`config.mk`:
```
export PLATFORM = sky130hd
export DESIGN_NAME = prefetch_unit
export DESIGN_NICKNAME = d
export VERILOG_FILES = /design/src/rtl/fetch_pkg.sv /design/src/rtl/fetch_buffer.sv /design/src/rtl/prefetch_unit.sv
export SDC_FILE = /design/constraint.sdc
export NUM_CORES = 1
export LEC_CHECK = 0
export ABC_CLOCK_PERIOD_IN_PS = 11850
export BUFFER_PORTS_ARGS = -buffer_cell sky130_fd_sc_hd__clkbuf_2
export CAP_MARGIN = 30
export CELL_PAD_IN_SITES_DETAIL_PLACEMENT = 1
export CELL_PAD_IN_SITES_GLOBAL_PLACEMENT = 1
export CORE_MARGIN = 2
export CORE_UTILIZATION = 30
export CTS_CLUSTER_SIZE = 25
export DETAILED_ROUTE_END_ITERATION = 8
export PLACE_DENSITY = 0.54
export SLEW_MARGIN = 20
export SYNTH_ARGS = -nofsm -noshare
export SYNTH_HDL_FRONTEND = slang
export SYNTH_SLANG_ARGS = --single-unit
```
`constraint.sdc`:
```
create_clock -name clk_i -period 11.85 [get_ports clk_i]
set_input_delay 1.7775 -clock clk_i [delete_from_list [all_inputs] [get_ports clk_i]]
set_output_delay 1.7775 -clock clk_i [all_outputs]
set_load 0.005 [all_outputs]
```
`src/rtl/fetch_pkg.sv`:
```
// Shared types and constants for the instruction-fetch front end.
package fetch_pkg;

   localparam int INSTR_W = 32;

   // Canonical RISC-V no-op (addi x0, x0, 0)
   localparam logic [INSTR_W-1:0] INSTR_NOP = 32'h0000_0013;

   // PC width used by the shared entry type (the default core XLEN)
   localparam int FETCH_XLEN = 32;

   // One fetched instruction together with the address it came from
   typedef struct packed {
      logic [FETCH_XLEN-1:0] pc;
      logic [INSTR_W-1:0]    instr;
   } fetch_entry_t;

endpackage : fetch_pkg

```
`src/rtl/fetch_buffer.sv`:
```
// In-order prefetch queue. An entry is allocated (PC known) when the memory
// grants a request, filled (instruction known) when the response returns and
// released when decode takes it. Three independent pointers walk the ring;
// a flush empties the whole queue in one cycle.
module fetch_buffer
   import fetch_pkg::*;
#(
   parameter int XLEN  = 32,
   parameter int DEPTH = 4
) (
   input  logic               clk_i,
   input  logic               rst_i,
   input  logic               i_flush,
   input  logic               i_alloc,
   input  logic [XLEN-1:0]    i_alloc_pc,
   input  logic               i_fill,
   input  logic [INSTR_W-1:0] i_fill_instr,
   input  logic               i_pop,
   output logic               o_full,
   output logic               o_head_vld,
   output logic [XLEN-1:0]    o_head_pc,
   output logic [INSTR_W-1:0] o_head_instr
);

   localparam int PTR_W = (DEPTH > 1) ? $clog2(DEPTH) : 1;
   localparam int CNT_W = $clog2(DEPTH + 1);
   localparam logic [CNT_W-1:0] FULL_CNT = CNT_W'(DEPTH);

   logic [XLEN-1:0]    r_pc    [DEPTH];
   logic [INSTR_W-1:0] r_instr [DEPTH];
   logic [DEPTH-1:0]   r_filled;
   logic [PTR_W-1:0]   r_alloc_ptr;
   logic [PTR_W-1:0]   r_fill_ptr;
   logic [PTR_W-1:0]   r_read_ptr;
   logic [CNT_W-1:0]   r_count;

   // Ring pointers, filled flags and occupancy; a flush outranks alloc/fill/pop
   always_ff @(posedge clk_i) begin
      if (rst_i || i_flush) begin
         r_alloc_ptr <= '0;
         r_fill_ptr  <= '0;
         r_read_ptr  <= '0;
         r_count     <= '0;
         r_filled    <= '0;
      end else begin
         if (i_alloc) begin
            r_alloc_ptr           <= r_alloc_ptr + PTR_W'(1);
            r_filled[r_alloc_ptr] <= 1'b0;
         end
         if (i_fill) begin
            r_fill_ptr           <= r_fill_ptr + PTR_W'(1);
            r_filled[r_fill_ptr] <= 1'b1;
         end
         if (i_pop) begin
            r_read_ptr           <= r_read_ptr + PTR_W'(1);
            r_filled[r_read_ptr] <= 1'b0;
         end
         case ({i_alloc, i_pop})
            2'b10:   r_count <= r_count + CNT_W'(1);
            2'b01:   r_count <= r_count - CNT_W'(1);
            default: r_count <= r_count;
         endcase
      end
   end

   // Entry payload: PC written on allocate, instruction written on fill
   always_ff @(posedge clk_i) begin
      if (rst_i || i_flush) begin
         for (int i = 0; i < DEPTH; i++) begin
            r_pc[i]    <= '0;
            r_instr[i] <= '0;
         end
      end else begin
         if (i_alloc) begin
            r_pc[r_alloc_ptr] <= i_alloc_pc;
         end
         if (i_fill) begin
            r_instr[r_fill_ptr] <= i_fill_instr;
         end
      end
   end

   // Allocated entries are counted, not filled ones, so a full queue also
   // covers slots still waiting on memory.
   assign o_full       = (r_count == FULL_CNT);
   assign o_head_vld   = r_filled[r_read_ptr];
   assign o_head_pc    = r_pc[r_read_ptr];
   assign o_head_instr = r_instr[r_read_ptr];

endmodule : fetch_buffer

```
`src/rtl/prefetch_unit.sv`:
```
// Instruction-fetch front end: owns the fetch PC, issues requests to a
// variable-latency instruction memory, tracks outstanding requests and
// discards responses that belong to a fetch stream killed by a redirect.
module prefetch_unit
   import fetch_pkg::*;
#(
   parameter int              XLEN            = 32,
   parameter int              DEPTH           = 4,
   parameter int              MAX_OUTSTANDING = 2,
   parameter logic [XLEN-1:0] RESET_PC        = '0
) (
   input  logic               clk_i,
   input  logic               rst_i,
   input  logic               start_i,
   output logic               imem_req_o,
   output logic [XLEN-1:0]    imem_addr_o,
   input  logic               imem_gnt_i,
   input  logic               imem_rvalid_i,
   input  logic [INSTR_W-1:0] imem_rdata_i,
   input  logic               redirect_i,
   input  logic [XLEN-1:0]    redirect_pc_i,
   output logic               id_valid_o,
   output logic [XLEN-1:0]    id_pc_o,
   output logic [INSTR_W-1:0] id_instr_o,
   input  logic               id_ready_i
);

   if ((DEPTH < 2) || ((DEPTH & (DEPTH - 1)) != 0)) begin : g_bad_depth
      $error("prefetch_unit: DEPTH must be a power of two and at least 2");
   end
   if ((MAX_OUTSTANDING < 1) || (MAX_OUTSTANDING > DEPTH)) begin : g_bad_os
      $error("prefetch_unit: MAX_OUTSTANDING must lie in 1..DEPTH");
   end
   if (RESET_PC[1:0] != 2'b00) begin : g_bad_rst_pc
      $error("prefetch_unit: RESET_PC must be word aligned");
   end

   localparam int OS_W = $clog2(MAX_OUTSTANDING + 1);
   localparam logic [OS_W-1:0] OS_MAX = OS_W'(MAX_OUTSTANDING);

   logic [XLEN-1:0] r_fpc;
   logic [OS_W-1:0] r_outstanding;
   logic [OS_W-1:0] r_drop_cnt;

   logic               w_full;
   logic               w_head_vld;
   logic [XLEN-1:0]    w_head_pc;
   logic [INSTR_W-1:0] w_head_instr;
   logic               w_req;
   logic               w_gnt;
   logic               w_rsp;
   logic               w_dropping;
   logic               w_fill;
   logic               w_pop;

   // A request is offered only when a queue slot and an outstanding slot are
   // both free; reset and redirect suppress it so a stale PC never leaks out.
   assign w_req = start_i & ~redirect_i & ~rst_i & ~w_full & (r_outstanding < OS_MAX);
   assign w_gnt = w_req & imem_gnt_i;

   // A response with nothing outstanding is a memory protocol error and is ignored.
   assign w_rsp      = imem_rvalid_i & (r_outstanding != '0);
   assign w_dropping = (r_drop_cnt != '0);
   assign w_fill     = w_rsp & ~w_dropping & ~redirect_i;
   assign w_pop      = w_head_vld & id_ready_i & ~redirect_i;

   // Fetch PC: word-aligned redirect target, else step past each granted request
   always_ff @(posedge clk_i) begin
      if (rst_i) begin
         r_fpc <= RESET_PC;
      end else if (redirect_i) begin
         r_fpc <= {redirect_pc_i[XLEN-1:2], 2'b00};
      end else if (w_gnt) begin
         r_fpc <= r_fpc + XLEN'(4);
      end
   end

   // Outstanding/drop bookkeeping. Dropped requests stay counted as
   // outstanding until their responses arrive, so issue remains bounded.
   always_ff @(posedge clk_i) begin
      if (rst_i) begin
         r_outstanding <= '0;
         r_drop_cnt    <= '0;
      end else begin
         if (w_gnt && !w_rsp) begin
            r_outstanding <= r_outstanding + OS_W'(1);
         end else if (!w_gnt && w_rsp) begin
            r_outstanding <= r_outstanding - OS_W'(1);
         end
         if (redirect_i) begin
            // Everything still in flight is now stale, except a response
            // arriving this very cycle, which is consumed right here.
            r_drop_cnt <= r_outstanding - OS_W'(w_rsp);
         end else if (w_rsp && w_dropping) begin
            r_drop_cnt <= r_drop_cnt - OS_W'(1);
         end
      end
   end

   fetch_buffer #(
      .XLEN  (XLEN),
      .DEPTH (DEPTH)
   ) u_buf (
      .clk_i        (clk_i),
      .rst_i        (rst_i),
      .i_flush      (redirect_i),
      .i_alloc      (w_gnt),
      .i_alloc_pc   (r_fpc),
      .i_fill       (w_fill),
      .i_fill_instr (imem_rdata_i),
      .i_pop        (w_pop),
      .o_full       (w_full),
      .o_head_vld   (w_head_vld),
      .o_head_pc    (w_head_pc),
      .o_head_instr (w_head_instr)
   );

   assign imem_req_o  = w_req;
   assign imem_addr_o = r_fpc;
   assign id_valid_o  = w_head_vld;
   assign id_pc_o     = w_head_pc;
   assign id_instr_o  = w_head_instr;

endmodule : prefetch_unit

```
# --- Word level (Yosys, flattened, before mapping) ---
# Memories as Yosys holds them, arrays and structs flattened. A register that Yosys moved wholly into a read port is not among the register bits.
# Index checks and enable logic that the tools add are counted.
totals:
  register_bits: 49
  mem_bits_rw: 256
  inputBits: 71
  out_inout_bits: 98
  n_memories: 2
  wordCells: 106
mem_list:
  columns: ["name", "depth", "word_bits", "rd", "rd_clocked_by_memory_dff", "write_ports", "line", "text"]
  rows:
  - ["u_buf.r_instr", 4, 32, 1, 1, 4, "fetch_buffer.sv:30", "logic [INSTR_W-1:0] r_instr [DEPTH];"]
  - ["u_buf.r_pc", 4, 32, 1, 1, 4, "fetch_buffer.sv:29", "logic [XLEN-1:0] r_pc [DEPTH];"]
op_classes:
  order_cmp: 7
  add_sub_neg: 10
  mux: 38
  bitwise_logic: 19
  n_eq_ne: 3
  reduce_logical: 18
ops:
  columns: ["op", "count"]
  rows:
  - ["32-bit 2-to-1 mux", 4]
  - ["32-bit OR reduction", 2]
  - ["32-bit by 3-bit adder with 32-bit output (second input constant)", 1]
  - ["2-bit 2-to-1 mux", 10]
  - ["4-bit 2-to-1 mux", 5]
  - ["1-bit 2-to-1 mux", 14]
  - ["2-bit nonzero test", 6]
  - ["1-bit AND", 10]
  - ["2-bit by 3-bit less-than comparator with 1-bit output (second input constant)", 3]
  - ["2-bit by 1-bit adder with 2-bit output (second input constant)", 4]
  - ["4-bit AND", 2]
  - ["4-bit inverter", 2]
  - ["1-bit demux with 2-bit select", 3]
  - ["2-bit by 1-bit >= comparator with 1-bit output (second input constant)", 3]
  - ["1-bit logical AND", 6]
  - ["3-bit one-hot mux with 2 select lines", 1]
  - ["1-bit inverter", 4]
  - ["4-bit OR", 1]
  - ["2-bit by 1-bit subtractor with 2-bit output (second input constant)", 2]
  - ["3-bit by 1-bit adder with 3-bit output (second input constant)", 1]
  - ["3-bit equality test (second input constant)", 1]
  - ["3-bit by 1-bit subtractor with 3-bit output (second input constant)", 1]
  - ["1-bit binary-select mux with 2-bit select", 1]
  - ["2-bit by 1-bit equality test with 1-bit output (second input constant)", 1]
  - ["6 further kinds", 7]

# --- Longest topological paths before layout ---
# Gate-level depths: netlist of run 1.
depth:
  ltp_word: 13
  ltp_mapped: 10
  depth_no_buf: 8

# --- By module ---
# From an unflattened synthesis of run 1, not the netlist that was laid out.
hier_totals:
  hier_cells: 989
  hier_area_um2: 14124.8
modules_own_cells:
  columns: ["module", "cells_each", "instances", "area_per_inst_um2", "seq_area_each_um2"]
  rows:
  - ["fetch_buffer", 729, 1, 12029.0, 7987.7]
  - ["prefetch_unit", 260, 1, 2095.8, 680.7]

# --- Least setup slack after synthesis of run 1 ---
# Ideal clock, no wire load.
synth_timing:
  path_type: "input-to-reg"
  from: "input imem_rvalid_i"
  to: "memory u_buf.r_instr[3][0] (enable)"
  n_path_buf: 0
  path_stages: 3
  t_arrival_ns: 4.554
  path_slack_ns: 6.826
  setup_ns: 0.470
  t_required_ns: 11.380
  cell_sequence: "o21a_1 nand2_1 o31ai_1"
synth_rtl:
  columns: ["element", "line", "text"]
  rows:
  - ["start: declaration", "prefetch_unit.sv:18", "input logic imem_rvalid_i,"]
  - ["end: declaration", "fetch_buffer.sv:30", null]

==> results of run 1 <==
-- area by class of cell --
type                       count  area [µm²]  area share [%]
tap                          592         741            4.57
sequential                   297        8440            52.1
inverter                      14        52.6           0.324
timing repair buffer         183        1040            6.44
clock buffer                  45         933            5.76
multi-input combinational    578        4790            29.6
antenna                        3        7.51          0.0463
clock inverter                17         196            1.21
-- report_power, final --
group / switching [µW] / internal [µW] / total [µW] / leakage, µW
Sequential: 38.0 / 1190 / 1230 / 0.00317
Combinational: 106 / 77.0 / 183 / 0.00240
Clock: 436 / 646 / 1080 / 0.000547
Total: 581 / 1910 / 2490 / 0.00612
-- worst max-delay path: cells and delay by family (launching register included) --
family	cells	cell delay, ns
buffers and inverters	2	0.84
multiplexers	1	0.62
flip-flops	1	0.82
-- sequential cells by signal (all words and copies together), names as in the netlist, named ones only --
name / count
u_buf.r_alloc_ptr: 2
u_buf.r_instr: 128
u_buf.r_pc: 120
imem_addr_o: 30
r_outstanding: 2
u_buf.r_count: 3
u_buf.r_fill_ptr: 2
u_buf.r_filled: 4
u_buf.r_read_ptr: 2
r_drop_cnt: 2
-- logic make-up after synthesis --
| logic type | Yosys count |
|---|---|
| muxes | 63 |
| and+or+nand+nor | 399 |
| DFF | 297 |
| other | 1 |
| adders and majority gates | 17 |
| AOI/OAI and AO/OA | 64 |
| buffers and inverters | 81 |
| xor gates and xnor gates | 31 |
-- cell usage after synthesis, types with 13 or more instances --
master | number | area (µm²)
nand2_1 | 27 | 101
dfxtp_1 | 49 | 981
xnor2_1 | 17 | 149
mux4_2 | 63 | 1420
nor2_1 | 40 | 150
xor2_1 | 14 | 123
clkbuf_1 | 47 | 176
nand3_1 | 13 | 65.1
a211oi_1 | 21 | 158
and2_1 | 241 | 1510
inv_1 | 13 | 48.8
edfxtp_1 | 248 | 7450
nor4_1 | 17 | 106
ha_1 | 16 | 200
-- layer usage --
layer	routed length (µm)	vias to the layer above	global-route usage, %
met5	0	-	0
met4	684	0	4.47
met3	1650	47	3.12
met2	18700	134	27.7
met1	16000	4256	20.2
li1	-	3820	-
-- worst paths after layout --
| check | startpoint | end | slack [ns] | cells after the start |
|---|---|---|---|---|
| hold / removal | u_buf.r_count[1] | u_buf.r_count[1] | 0.54 | 2 |
| setup reg to reg | r_outstanding[1] | r_outstanding[1] | 8.41 | 7 |
| hold reg to reg | u_buf.r_count[1] | u_buf.r_count[1] | 0.54 | 2 |
| setup / recovery | register | id_instr_o[25] | 7.19 | 3 |
-- metrics by stage --
stage,instance area (µm²),util [%]
CTS,16200,36.5
floorplan,13500,-
finish,16200,36.6
global route,16200,36.5
detailed placement,15100,34.0
global placement,14900,33.7
==> run summary, run 1 <==
status = finished clean
critical-path cell list = buf_4, mux4_2, clkbuf_2
Hold Fails Final Rpt = 0
flop and latch count out of synthesis = 297
row cnt = 77
Rel. slew slack = 37.5%
routed len/inst = 21.4 µm
post-CTS setup buffer count = 0
Period minus WS final = 4.66 ns
die height = 216 µm
Max Cap Viol = 0
drt pass-1 iters = 4
Slowest-stage cell, CP = dfxtp_4
Post-Synth Simple-Gate Area = 17.4%
DP HPWL = 22,800 µm
vias per cell = 4.78
Post-Synthesis Mean Instance Area = 14.2 µm²
Reg clk slew, reported paths = 0.06 ns
WP data arrival = 2.88 ns
Leakage = 0.00612 µW
post-cts repair resize count = 0
Compound-Gate Fraction of Synth Area = 3.22%
Fmax = 215 MHz
fin nets = 1,197
FILL cells = 4,685
boundary pin count = 169
initial antenna violation count = 4
gr ovfl total = 0
Non-Filler Instances = 1,729
commonest cells after routing, fill and taps aside = 248 x edfxtp_1, 241 x and2_1, 162 x clkbuf_2, 63 x mux4_2, 47 x dfxtp_1
CP max FO = 32
xor-xnor portion of the synthesized cell area = 2.01%
CTS buffer count = 35
hold-fix buffers at CTS = 0
cell count after synthesis = 953
Final Hold Slack = 0.539 ns
post-synthesis cell type count = 54
GP Congestion = 0.730
Pins Over Slew Limit = 0
total track usage = 15.9%
register area share after synthesis = 62.5%
Placement Setup Slack = 6.80 ns
Routed Antenna Nets = 0
mapped cell area = 13,500 µm²
dpl cells = 1,664
core area = 44,300 µm²
global-route wire length before repair = 56,100 µm
Clock Skews = 0.0115 ns
area grow syn2layout = 20.1%
CTS Buffer Depth = 3
Clock Tree Root = clkbuf_16
final critical-path share of the clock period = 39.3%
DRC errors left = 0
unrepaired setup endpoints after global routing = false
Final Power = 2490 µW
Iter 0 DRT Violations = 477
CTS tree = built
critical path type = reg2out
die area = 46,700 µm²
yosys warns = 0
CP Launch Type = register
Primary FF master, synth = edfxtp_1
# setup viols final = 0
worst path required time = 10.07 ns
number of synthesized flops with an enable pin = 248
VDD IR-drop max = 0.0904 mV
I/O Buffers = 162
Initial Util = 30.4%
post-synthesis mux area share = 10.5%
CTS sink count = 297
Setup crit end kind = output pin
DR vias = 8,257
Die W = 216 µm
pwr dens = 154 nW/µm²
largest family of logic cells by synthesized area = simple AND/OR/NAND/NOR gates
Setup WS post-layout = 7.19 ns
final wirelength = 37,000 µm
Tightest Pin Transition = 0.935 ns
HP Class = reg2reg
CP max stage delay = 0.82 ns
Synth async-reset ratio = 0%
TNS Setup = 0 ns
H-tree depth = 2
layout cells sized above 1 = 28.7%
most common cell after layout, fill and taps aside = edfxtp_1
Skew-Pair Late Insertion Delay = 0.55 ns
largest net degree at the start of global routing = 55
vias in the first global route = 9,181
Post-Synth Adder-Cell Area = 1.63%
Note: power is estimated with default switching activity, not from simulation.
==> run 2, diff against run 1 <==
--- a/config.mk
+++ b/config.mk
@@ -5,7 +5,7 @@
 export SDC_FILE = /design/constraint.sdc
 export NUM_CORES = 1
 export LEC_CHECK = 0
-export ABC_CLOCK_PERIOD_IN_PS = 11850
+export ABC_CLOCK_PERIOD_IN_PS = 4330
 export BUFFER_PORTS_ARGS = -buffer_cell sky130_fd_sc_hd__clkbuf_2
 export CAP_MARGIN = 30
 export CELL_PAD_IN_SITES_DETAIL_PLACEMENT = 1
==> constraint.sdc (replaced) <==
create_clock -name clk_i -period 4.33 [get_ports clk_i]
set_input_delay 0.6495 -clock clk_i [delete_from_list [all_inputs] [get_ports clk_i]]
set_output_delay 0.6495 -clock clk_i [all_outputs]
set_load 0.005 [all_outputs]
==> run 2 against run 1 <==
  * Sequential share of layout area about the same
  * Clock skew up 0.0087 ns
  * Worst hold slack worse by 0.18 ns
  * Critical path type unchanged
  * Highest routed layer unchanged
  * Wire length up 0.70%
  * Critical path depth unchanged
==> run summary, run 2 (synthesized netlist as in run 1, its figures left out) <==
status = finished clean
Setup WS post-layout = 1.29 ns (-5.90 ns)
Reg clk slew, reported paths = 0.06 ns (about the same)
row cnt = 77 (unchanged)
Sequential Power Share = 50.4% (+1.2 points)
# setup viols final = 0 (unchanged)
switching power = 1590 µW (+170%)
Period minus WS final = 3.04 ns
Iter 0 DRT Violations = 395 (-17%)
critical path type = reg2out
cell internal pwr = 5070 µW (+170%)
H-tree depth = 2 (unchanged)
routed len/inst = 21.5 µm (+0.47%)
HP Start = redirect_pc_i[4]
CP Launch Type = register
Worst Path Buf+Inv = 2 (unchanged)
global-route wire length before repair = 57,100 µm (+1.8%)
combinational power share = 7.6% (+0.2 points)
drt pass-1 iters = 4 (unchanged)
vias in the first global route = 9,063 (-1.3%)
max reg flops = 128 (unchanged)
commonest cells after routing, fill and taps aside = 248 x edfxtp_1, 241 x and2_1, 162 x clkbuf_2, 63 x mux4_2, 47 x dfxtp_1
final critical-path share of the clock period = 70.2%
TNS Setup = 0 ns (unchanged)
Max Cap Viol = 0 (unchanged)
die area = 46,700 µm² (unchanged)
Clock Skews = 0.0202 ns (+0.00869 ns)
Slowest-stage cell, CP = dfxtp_4
Rel. slew slack = 40.1% (+2.6 points)
FILL cells = 4,639 (-0.98%)
CP max stage delay = 0.77 ns (-0.05 ns)
HP Class = in2reg
r2r startpoint = r_outstanding[1]
critical-path cell list = buf_12, mux4_2, clkbuf_2
CTS buffer count = 35 (unchanged)
switching part of the total = 23.9% (+0.57 points)
area grow syn2layout = 20.1% (about the same)
Pins Over Slew Limit = 0 (unchanged)
gr ovfl total = 0 (unchanged)
Setup crit end kind = output pin
post-CTS setup buffer count = 0 (unchanged)
hold-fix buffers at CTS = 0 (unchanged)
setup slack, reg-to-reg = 1.56 ns (-6.85 ns)
Largest Register = u_buf.r_instr
largest net degree at the start of global routing = 55 (unchanged)
worst path required time = 3.68 ns (-6.39 ns)
Worst Hold Depth = 3 (+1)
CP max FO = 28 (-13%)
DR vias = 8,267 (+0.12%)
Hold Fails Final Rpt = 0 (unchanged)
Worst R2R Path Depth = 7 (unchanged)
final wirelength = 37,300 µm (+0.70%)
VDD IR-drop max = 0.232 mV (+160%)
pwr dens = 411 nW/µm² (+170%)
Clock Tree Root = clkbuf_16
DP HPWL = 23,400 µm (+2.3%)
DRC errors left = 0 (unchanged)
CTS tree = built
Initial Util = 30.4% (unchanged)
GP Congestion = 0.752 (+3.1%)
Leakage = 0.00612 µW (about the same)
Fmax = 329 MHz
core area = 44,300 µm² (unchanged)
unrepaired setup endpoints after global routing = false
initial antenna violation count = 2 (-2)
CTS Buffer Depth = 3 (unchanged)
Skew-Pair Late Insertion Delay = 0.54 ns (about the same)
Die W = 216 µm (unchanged)
total track usage = 16.3% (+0.36 points)
WP data arrival = 2.39 ns (-0.49 ns)
RR Endpoint = r_outstanding[1]
CTS sink count = 297 (unchanged)
Placement Setup Slack = 1.12 ns (-5.68 ns)
Top delay family on crit path = flip-flops
I/O Buffers = 162 (unchanged)
fin nets = 1,202 (+0.42%)
die height = 216 µm (unchanged)
post-cts repair resize count = 0 (unchanged)
most common cell after layout, fill and taps aside = edfxtp_1
Tightest Pin Transition = 0.898 ns (-0.0371 ns)
boundary pin count = 169 (unchanged)
layout cells sized above 1 = 28.8% (+0.049 points)
Worst Hold End = imem_addr_o[4]
vias per cell = 4.77 (-0.11%)
clock power share = 42.0% (-1.4 points)
Routed Antenna Nets = 0 (unchanged)
## run 2: cell type report
type | instances | area [µm²] | area share [%]
inverter | 14 | 52.6 | 0.324
clock inverter | 16 | 115 | 0.710
clock buffer | 46 | 948 | 5.85
timing repair buffer | 188 | 1120 | 6.89
multi-input combinational | 578 | 4790 | 29.6
tap | 592 | 741 | 4.57
sequential | 297 | 8440 | 52.1
antenna | 2 | 5.00 | 0.0309
## run 2: power by group through the flow
stage / combinational [µW] / clock, µW / sequential, µW
after global routing: 560 / 3000 / 3380
final: 506 / 2800 / 3360
after detailed placement: 517 / 0 / 3420
after floorplan: 291 / 0 / 3370
after CTS: 520 / 2900 / 3360
after global placement: 503 / 0 / 3410
## run 2: layer usage
layer | wire length, µm | share of wire (%) | global-route usage (%)
met1 | 16200 | 44 | 21.0
met2 | 19000 | 51 | 28.0
met3 | 1350 | 3.6 | 3.19
met4 | 692 | 1.9 | 4.52
met5 | 0 | 0 | 0
## run 2: how the worst max path moves through the flow
stage                   from  cells past startpoint                   to  slack [ns]
3_3_place_gp      redirect_i                      9     r_outstanding[1]        1.13
3_5_place_dp      redirect_i                      9     r_outstanding[1]        1.12
5_1_grt             register                      3       id_instr_o[20]        1.09
6_report            register                      3           id_pc_o[7]        1.29
4_1_cts             register                      3          id_pc_o[17]        1.15
2_1_floorplan  imem_rvalid_i                      3  u_buf.r_instr[3][0]        0.43
## run 2: per-stage QoR
stage,hold WS [ns],util [%],power (µW),std cells,cell area [µm²]
floorplan,0.482,-,3660,956,13500
global placement,0.510,33.9,3920,1664,15000
detailed placement,0.521,34.1,3940,1668,15100
CTS,0.321,36.5,6780,1730,16200
global route,0.336,36.6,6940,1732,16200
finish,0.360,36.6,6660,1733,16200
## run 2: tightest hold or removal path, cell delays in order
cell and delay, ns:
clkbuf_2 0.09, nand2_1 0.06, a21oi_1 0.06
==> run 3, diff against run 2 <==
--- a/config.mk
+++ b/config.mk
@@ -5,7 +5,7 @@
 export SDC_FILE = /design/constraint.sdc
 export NUM_CORES = 1
 export LEC_CHECK = 0
-export ABC_CLOCK_PERIOD_IN_PS = 4330
+export ABC_CLOCK_PERIOD_IN_PS = 2650
 export BUFFER_PORTS_ARGS = -buffer_cell sky130_fd_sc_hd__clkbuf_2
 export CAP_MARGIN = 30
 export CELL_PAD_IN_SITES_DETAIL_PLACEMENT = 1
@@ -14,7 +14,7 @@
 export CORE_UTILIZATION = 30
 export CTS_CLUSTER_SIZE = 25
 export DETAILED_ROUTE_END_ITERATION = 8
-export PLACE_DENSITY = 0.54
+export PLACE_DENSITY = 0.56
 export SLEW_MARGIN = 20
 export SYNTH_ARGS = -nofsm -noshare
 export SYNTH_HDL_FRONTEND = slang
==> constraint.sdc (replaced) <==
create_clock -name clk_i -period 2.65 [get_ports clk_i]
set_input_delay 0.3975 -clock clk_i [delete_from_list [all_inputs] [get_ports clk_i]]
set_output_delay 0.3975 -clock clk_i [all_outputs]
set_load 0.005 [all_outputs]
==> run 3 against run 2 <==
  * Clock skew grew 0.0042 ns
  * Count of clock-buffer cells in the layout decreased by 3
  * Die area stayed put
  * Non-clock buffer count increased by 23
  * First-iteration DRC count grew 20%
  * Utilization is 0.53 points higher
  * Flip-flop and latch count stayed put
  * Critical endpoint is now id_instr_o[26]
  * Largest cell class unchanged
  * Largest power group unchanged
==> run summary, run 3 (synthesized netlist as in run 1, its figures left out) <==
CP max FO = 32 (+14%)
I/O Buffers = 162 (unchanged)
DP HPWL = 23,700 µm (+1.5%)
critical path type = reg2out
initial antenna violation count = 5 (+3)
Iter 0 DRT Violations = 473 (+20%)
largest net degree at the start of global routing = 37 (-33%)
Period minus WS final = 2.51 ns
layout cells sized above 1 = 30.2% (+1.4 points)
global-route wire length before repair = 57,000 µm (-0.13%)
GP Congestion = 0.742 (-1.4%)
TNS Setup = 0 ns (unchanged)
post-route cell area = 16,400 µm² (+1.4%)
final wirelength = 37,500 µm (+0.69%)
CP Launch Type = register
Hold Fails Final Rpt = 0 (unchanged)
Clock Skews = 0.0244 ns (+0.00423 ns)
Largest Register = u_buf.r_instr
die height = 216 µm (unchanged)
Tightest Pin Transition = 0.692 ns (-0.207 ns)
post-CTS setup buffer count = 0 (unchanged)
Setup crit end kind = output pin
CTS sink count = 297 (unchanged)
Max Cap Viol = 0 (unchanged)
Fmax = 398 MHz
hold-fix buffers at CTS = 0 (unchanged)
status = finished clean
WP data arrival = 2.11 ns (-0.28 ns)
routed len/inst = 21.3 µm (-0.80%)
CTS buffer count = 35 (unchanged)
CP max stage delay = 0.58 ns (-0.19 ns)
Core Util, Final = 37.1% (+0.53 points)
unrepaired setup endpoints after global routing = false
# setup viols final = 0 (unchanged)
vias in the first global route = 9,260 (+2.2%)
Initial Util = 30.4% (unchanged)
Reg clk slew, reported paths = 0.06 ns (about the same)
die area = 46,700 µm² (unchanged)
vias per cell = 4.79 (+0.37%)
critical-path cell list = buf_16, mux4_2, clkbuf_2
max reg flops = 128 (unchanged)
final critical-path share of the clock period = 94.7%
core area = 44,300 µm² (unchanged)
boundary pin count = 169 (unchanged)
Area after DPL = 15,300 µm² (+1.3%)
post-cts repair resize count = 0 (unchanged)
Skew-Pair Late Insertion Delay = 0.53 ns (about the same)
fin nets = 1,225 (+1.9%)
Leakage = 0.00626 µW (+2.2%)
DRC errors left = 0 (unchanged)
Rel. slew slack = 53.7% (+14 points)
pwr dens = 672 nW/µm² (+63%)
Slowest-stage cell, CP = mux4_2
CTS Buffer Depth = 3 (unchanged)
Routed Antenna Nets = 0 (unchanged)
Clock Tree Root = clkbuf_16
HP Class = in2reg
CTS tree = built
Pins Over Slew Limit = 0 (unchanged)
H-tree depth = 2 (unchanged)
most common cell after layout, fill and taps aside = edfxtp_1
row cnt = 77 (unchanged)
drt pass-1 iters = 4 (unchanged)
total track usage = 16.1% (-0.18 points)
area grow syn2layout = 21.8%
gr ovfl total = 0 (unchanged)
DR vias = 8,422 (+1.9%)
Die W = 216 µm (unchanged)
worst path required time = 2.25 ns (-1.43 ns)
VDD IR-drop max = 0.411 mV (+77%)
commonest cells after routing, fill and taps aside = 248 x edfxtp_1, 241 x and2_1, 162 x clkbuf_2, 63 x mux4_2, 47 x dfxtp_1
## run 3: per-layer routing
layer	track usage, %	vias up	wire, µm
li1	-	3865	-
met1	20.6	4351	16300
met2	27.8	142	18900
met3	2.50	62	1270
met4	5.53	2	1090
met5	0	-	13
## run 3: report_power, final
part / switching [µW] / internal, µW / leakage (µW) / total, µW
combinational: 530 / 385 / 0.00255 / 916
sequential: 125 / 5310 / 0.00317 / 5440
clock: 1920 / 2780 / 0.000536 / 4690
total: 2570 / 8480 / 0.00626 / 11000
## run 3: metrics by stage
| stage | cells | hold slack, ns | power, µW | setup slack [ns] |
|---|---|---|---|---|
| 6_report | 1759 | 0.118 | 11000 | 0.139 |
| 5_1_grt | 1758 | 0.146 | 11500 | 0.0149 |
| 4_1_cts | 1755 | 0.0987 | 11200 | 0.0461 |
| 3_5_place_dp | 1692 | 0.523 | 6480 | 0.303 |
| 3_3_place_gp | 1692 | 0.511 | 6450 | 0.362 |
| 2_1_floorplan | 956 | 0.482 | 5990 | 0.113 |
## run 3: layout make-up
type                    instances  area, µm²
fillers                      4697      27900
multi-input cells             578       4780
repair buffers                211       1310
flip-flops and latches        297       8440
clock buffers                  43        926
diodes                          4       10.0
inverters                      14       52.6
clock inverters                20        176
well taps                     592        741
## run 3: worst max-delay path, delay by kind of cell (launching register included)
kind     cells  cell delay [ns]
flops        1             0.55
buf+inv      2             0.44
mux          1             0.58
## run 3: worst paths after layout
check                     from               end  slack, ns  cells after the start
min          redirect_pc_i[18]   imem_addr_o[18]       0.12                      3
max                   register    id_instr_o[26]       0.14                      3
max reg2reg    imem_addr_o[12]   imem_addr_o[22]       0.28                      5
min reg2reg   u_buf.r_count[1]  u_buf.r_count[1]       0.54                      2
